<file path="config.mk">
export PLATFORM = sky130hd
export DESIGN_NAME = snn_input_loader
export DESIGN_NICKNAME = d
export VERILOG_FILES = /design/src/rtl/snn_input_loader.sv
export SDC_FILE = /design/constraint.sdc
export NUM_CORES = 2
export LEC_CHECK = 0
export ABC_AREA = 1
export CAP_MARGIN = 20
export CELL_PAD_IN_SITES_DETAIL_PLACEMENT = 1
export CELL_PAD_IN_SITES_GLOBAL_PLACEMENT = 2
export CORE_MARGIN = 8
export CORE_UTILIZATION = 41
export CTS_BUF_LIST = sky130_fd_sc_hd__clkbuf_2
export DETAILED_ROUTE_END_ITERATION = 10
export MAX_ROUTING_LAYER = met4
export PLACE_DENSITY_LB_ADDON = 0.1
export SLEW_MARGIN = 20
export SYNTH_ARGS = -nofsm -noshare
export SYNTH_HDL_FRONTEND = slang
export SYNTH_SLANG_ARGS = --single-unit
export TNS_END_PERCENT = 20
</file>
<file path="constraint.sdc">
create_clock -name clk -period 4.42 [get_ports clk]
set_input_delay 0.663 -clock clk [delete_from_list [all_inputs] [get_ports clk]]
set_output_delay 0.663 -clock clk [all_outputs]
set_load 0.01 [all_outputs]
</file>
<file path="src/rtl/snn_input_loader.sv">
`default_nettype none
// +----------------------------------------------------------------------------+
// | Module      : snn_input_loader                                             |
// | Description : Buffers one SNN frame (96 image, 27 kernel, 4 weight words)  |
// |               and serves registered random reads to the compute core.      |
// |               Define SNN_LOADER_PROTO_CHK_EN to add the sticky err_ovf     |
// |               flag for words offered while the buffer is full.             |
// | Revision    : 1.0 - initial release                                        |
// +----------------------------------------------------------------------------+
// The core-done input is named core_release because "release" is a reserved word.
module snn_input_loader (
   input  logic        clk,
   input  logic        rst_n,
   input  logic        in_valid,
   input  logic [31:0] Img,
   input  logic [31:0] Kernel,
   input  logic [31:0] Weight,
   input  logic [1:0]  Opt,
   input  logic        core_release,
   input  logic [1:0]  rd_sel,
   input  logic [6:0]  rd_addr,
   output logic [31:0] rd_data,
   output logic [1:0]  opt_q,
   output logic        frame_done,
   output logic        busy
`ifdef SNN_LOADER_PROTO_CHK_EN
   ,
   output logic        err_ovf
`endif
);

   localparam logic [6:0] c_IMG_WORDS = 7'd96;
   localparam logic [6:0] c_KER_WORDS = 7'd27;
   localparam logic [6:0] c_W_WORDS   = 7'd4;

   typedef enum logic [2:0] {
      S_IDLE     = 3'd0,
      S_LOAD_IMG = 3'd1,
      S_LOAD_KER = 3'd2,
      S_LOAD_W   = 3'd3,
      S_FULL     = 3'd4
   } state_t;

   state_t      r_state;
   state_t      w_state_nxt;
   logic [6:0]  r_idx;
   logic [6:0]  w_idx_nxt;
   logic [6:0]  w_wr_idx;
   logic        w_img_we;
   logic        w_ker_we;
   logic        w_w_we;
   logic        w_opt_we;
   logic        w_last_w;
   logic [1:0]  r_opt;
   logic        r_frame_done;
   logic [31:0] r_rd_data;

   logic [31:0] r_img_mem [0:95];
   logic [31:0] r_ker_mem [0:26];
   logic [31:0] r_w_mem   [0:3];

   always_ff @(posedge clk or negedge rst_n) begin
      if (!rst_n) begin
         r_state      <= S_IDLE;
         r_idx        <= '0;
         r_opt        <= '0;
         r_frame_done <= 1'b0;
      end else begin
         r_state      <= w_state_nxt;
         r_idx        <= w_idx_nxt;
         r_frame_done <= w_last_w;
         if (w_opt_we) begin
            r_opt <= Opt;
         end
      end
   end

   always_comb begin
      w_state_nxt = r_state;
      w_idx_nxt   = r_idx;
      w_wr_idx    = r_idx;
      w_img_we    = 1'b0;
      w_ker_we    = 1'b0;
      w_w_we      = 1'b0;
      w_opt_we    = 1'b0;
      w_last_w    = 1'b0;
      case (r_state)
         S_IDLE: begin
            if (in_valid) begin
               w_img_we    = 1'b1;
               w_opt_we    = 1'b1;
               w_wr_idx    = '0;
               w_idx_nxt   = 7'd1;
               w_state_nxt = S_LOAD_IMG;
            end
         end
         S_LOAD_IMG: begin
            if (in_valid) begin
               w_img_we = 1'b1;
               if (r_idx == c_IMG_WORDS - 7'd1) begin
                  w_idx_nxt   = '0;
                  w_state_nxt = S_LOAD_KER;
               end else begin
                  w_idx_nxt = r_idx + 7'd1;
               end
            end
         end
         S_LOAD_KER: begin
            if (in_valid) begin
               w_ker_we = 1'b1;
               if (r_idx == c_KER_WORDS - 7'd1) begin
                  w_idx_nxt   = '0;
                  w_state_nxt = S_LOAD_W;
               end else begin
                  w_idx_nxt = r_idx + 7'd1;
               end
            end
         end
         S_LOAD_W: begin
            if (in_valid) begin
               w_w_we = 1'b1;
               if (r_idx == c_W_WORDS - 7'd1) begin
                  w_idx_nxt   = '0;
                  w_last_w    = 1'b1;
                  w_state_nxt = S_FULL;
               end else begin
                  w_idx_nxt = r_idx + 7'd1;
               end
            end
         end
         S_FULL: begin
            // A word offered together with release is dropped, not started.
            if (core_release) begin
               w_idx_nxt   = '0;
               w_state_nxt = S_IDLE;
            end
         end
         default: begin
            w_idx_nxt   = '0;
            w_state_nxt = S_IDLE;
         end
      endcase
   end

   // Buffers carry no reset so they map onto plain RAM.
   always_ff @(posedge clk) begin
      if (w_img_we) begin
         r_img_mem[w_wr_idx] <= Img;
      end
      if (w_ker_we) begin
         r_ker_mem[w_wr_idx[4:0]] <= Kernel;
      end
      if (w_w_we) begin
         r_w_mem[w_wr_idx[1:0]] <= Weight;
      end
   end

   always_ff @(posedge clk or negedge rst_n) begin
      if (!rst_n) begin
         r_rd_data <= '0;
      end else begin
         case (rd_sel)
            2'd0:    r_rd_data <= (rd_addr < c_IMG_WORDS) ? r_img_mem[rd_addr] : '0;
            2'd1:    r_rd_data <= (rd_addr < c_KER_WORDS) ? r_ker_mem[rd_addr[4:0]] : '0;
            2'd2:    r_rd_data <= (rd_addr < c_W_WORDS) ? r_w_mem[rd_addr[1:0]] : '0;
            default: r_rd_data <= '0;
         endcase
      end
   end

`ifdef SNN_LOADER_PROTO_CHK_EN
   logic r_err_ovf;

   always_ff @(posedge clk or negedge rst_n) begin
      if (!rst_n) begin
         r_err_ovf <= 1'b0;
      end else if ((r_state == S_FULL) && in_valid) begin
         r_err_ovf <= 1'b1;
      end
   end

   assign err_ovf = r_err_ovf;
`endif

   assign rd_data    = r_rd_data;
   assign opt_q      = r_opt;
   assign frame_done = r_frame_done;
   assign busy       = (r_state != S_IDLE);

endmodule
`default_nettype wire

</file>
==> impl_results.md <==
- WP data required: between 6 and 7 ns
- Layout Nets: 15,720
- Worst setup SP type: input port
- Vias per cell: 5.462
- CP Capture Type: flip-flop
- Layout overhead on the synthesized area: 15.07%
- Drt wl/cell: 28.07 um
- Vias post-DR: about 120k
- MaxCap Viol Count: 0
- Number of buffers created by CTS: 1,183
- Pin count of the biggest net entering global routing: 133
- Netlist cell types: 31
- WL final: approximately 610 mm
- Number of synthesized flops with an enable pin: 4,064
- Core Footprint: roughly 410,000 um^2
- CP Class: input port to flip-flop
- Crit path max-delay cell type: dlygate4sd3_1
- Worst IR drop on VDD: ~0.24 mV
- Vias in the first global route: roughly 120k
- Synth Flop Type: edfxtp_1
- First-pass GRT wire length: 875.5 mm
- Int Power: ~0.056 W
- Total track usage: 0.2884
- Starting DRT DRC Count: 10,300
- Final hold vios: 0
- NetSw: 0.02164 W
- Seq/Total Area, Yosys: 0.7335
- Routability congestion estimate from global placement: 0.8817
- Most frequent cells in the layout: 4,064 x edfxtp_1, 2,782 x nand2_1, 1,789 x nand3_1
- Status: finished, final reports clean
- Power Density: between 400 and 500 nW/um^2
- Residual DRC: 0
- Tcrit/Tclk final: 0.9311
- Critical path's largest stage delay: 0.61 ns
- Die Height: approximately 660 um
- Cell Area, Placed: 179,200 um^2
- Share of the synthesized area in the top cell type: 0.7268
- Port bufs: 146
- Max Fclk: 243.0 MHz
- Routed Antenna Nets: 0
- H-tree levels: 7
- Seq pwr share: 0.561
- Initial Utilization: 0.4109
- Clock transition at the registers of the reported paths: 0.11 ns
- CTS sink count: 4,109
- Clock Latency Late Sink: 2.37 ns
- Syn Area/Cell: between 10 and 15 um^2
- Share of layout cells above drive strength 1: 0.1567
- Synth area leaders: edfxtp_1 73%, nand2_1 6.2%, nand3_1 5.3%
- Power share of the combinational group: 0.092
- Critical Path, Cell by Cell: dlygate4sd3_1 > buf_16 > buf_12 > buf_12 > buf_12 > buf_4 > nand2_1 > nand2_1 > nand2_1 > nand3_1 > dlygate4sd3_1 > nand3_1 > dlygate4sd3_1 > nand3_1 > dlygate4sd3_1 > nand2_1 > dlygate4sd3_1 > a21oi_1 > dlymetal6s4s_1 > nand3_1 > nand2_1
- Die width: 656.0 um
- Bufs and invs on worst path: 11
- TritonRoute pass-1 iters: 5
- Clk pwr share: 0.347
- Setup violations, final: 0
- Die Area: 430,300 um^2
- Netlist Area Pre-Place: 167,900 um^2
- Initial antenna violation count: between 50 and 60
- CP Data Arrival Time: approximately 6.3 ns
- DP Wirelength: 349.4 mm
- CP delay by family, top: buffers and inverters
- Max Transition Viols Final: 0
- I/O pin count: 147
- CTS root buf: clkbuf_2
- CTS tree: built
- Most common cell after layout, fill and taps aside: edfxtp_1
- # rows: roughly 240
- RSZ-0062 raised after global routing: false
- Layout Utilization: 0.4728
- Gate Count Post-Synth: 14,270
- Async SR Flop Fraction: 0.01095
- Worst Clk Skew: 0.2717 ns
- Relative slew margins: 0.2533
- Syn. warnings: 0
- Tmin final: 4.115 ns
- Leak: 72.20 nW
- Worst-margin pin slew: 1.117 ns
- Post-route cell area: between 150,000 and 200,000 um^2
- Global route overflow: 0
- Worst Path Max Fanout: 31
- Syn_nets: 14,390
- CTS max path bufs: 5
- Synthesized flop and latch total: roughly 4,000
- Switching Fraction: 0.2793
- Largest area contributor in the netlist: edfxtp_1
- HP Class: input port to flip-flop
-- cells in the mapped netlist, types with 2 or more instances --
cell         n
buf_1      125
nor4_1       2
or2_2       33
buf_6       24
nand4_1      3
edfxtp_1  4064
inv_1     1100
nor2_2       2
o21ai_0   1026
o22ai_1     33
nor3_1       5
ha_1         2
nor2_1    1820
buf_4       67
dfrtp_1     45
buf_2      293
o211ai_1   371
nand2_1   2783
o21ai_1     55
o221ai_1    66
xor2_1       4
clkbuf_1   370
nand3_1   1790
o31ai_1      3
a21oi_1    178
inv_2        5
-- worst reg2reg max path, cell delays in order (launching register included) --
cell,delay [ns]
edfxtp_1,0.37
nand2_1,0.07
dlygate4sd3_1,0.54
nand2_1,0.05
nand2_1,0.05
nand3_1,0.06
dlygate4sd3_1,0.58
nand3_1,0.06
dlygate4sd3_1,0.55
nand3_1,0.09
dlygate4sd3_1,0.62
nand2_1,0.08
dlygate4sd3_1,0.56
a21oi_1,0.06
nand3_1,0.11
nand2_1,0.06
-- timing repair --
| item | 4_1_cts | 5_1_grt |
|---|---|---|
| resized for setup | 47 | 6 |
| hold buffers | 347 | 13 |
| pin swaps | 1 | 1 |
| setup endpoints to repair | 27 | 3 |
| endpoints found under the hold margin | 8082 | 189 |
| buffers inserted | 0 | 4 |
-- worst paths after layout --
check	from	slack [ns]	endpoint	cells past startpoint
hold reg to reg	r_state[0]	0.59	r_state[0]	2
setup reg to reg	r_img_mem[37][30]	0.38	rd_data[30]	15
max in group asynchronous	rst_n	3.23	opt_q[1]	6
min in group asynchronous	rst_n	0.75	r_idx[3]	6
setup / recovery	rd_addr[0]	0.30	rd_data[4]	21
hold / removal	Kernel[4]	0.35	r_ker_mem[2][4]	2
-- metrics by stage --
stage | worst slack, ns | TNS, ns | cells | hold WS (ns) | total power, W
2_1_floorplan | 1.004 | 0 | 14270 | 0.3674 | 0.04727
3_3_place_gp | -0.4638 | -0.4638 | 19510 | 0.5860 | 0.05094
3_5_place_dp | -0.4623 | -0.4623 | 19510 | 0.6101 | 0.05108
4_1_cts | -0.02978 | -0.02978 | 21790 | 0.0002043 | 0.07832
5_1_grt | 0.04361 | 0 | 21880 | 0.1409 | 0.08066
6_report | 0.3045 | 0 | 21890 | 0.3499 | 0.07748
-- power by group through the flow --
stage               logic (W)  registers, W  clock network (W)
finish                0.00710        0.0435             0.0269
global route          0.00755        0.0435             0.0296
CTS                   0.00710        0.0435             0.0277
detailed placement    0.00670        0.0444                  0
global placement      0.00659        0.0444                  0
floorplan             0.00300        0.0443                  0
-- registers in the layout, summed over array words and instances (netlist names) --
register	flops
r_img_mem	3072
r_ker_mem	864
r_w_mem	128
rd_data	32
r_idx	7
r_state	3
opt_q	2
frame_done	1
-- final cells by class --
class,count,area [um^2]
Inverter,1105,4194
Multi-Input combinational cell,8180,37490
Sequential cell,4109,123200
Timing Repair Buffer,1029,11610
Antenna cell,91,227.7
Fill cell,43830,215500
Tap cell,5451,6820
Clock buffer,1699,8503
Clock inverter,228,1176
-- routing by layer --
metal,vias to the layer above,global-route usage,part of all wire
li1,52950,-,-
met2,4098,0.4590,0.48
met3,947,0.05211,0.059
met5,-,-,0
met4,0,0.1194,0.038
met1,61570,0.3662,0.42
-- cells by family (layout without fill, tap and decap cells) --
kind of cell	count (synthesis)	in the layout	share of synthesized area
flops	4109	4109	0.7335
compound gates	1734	1734	0.05901
xor+xnor	4	4	0.0002086
buf+inv	1985	4061	0.04919
other cells	0	91	0
fa+ha+maj	2	2	0.0001490
simple gates	6440	6440	0.1580
No activity file was read; power rests on OpenSTA's default activity.
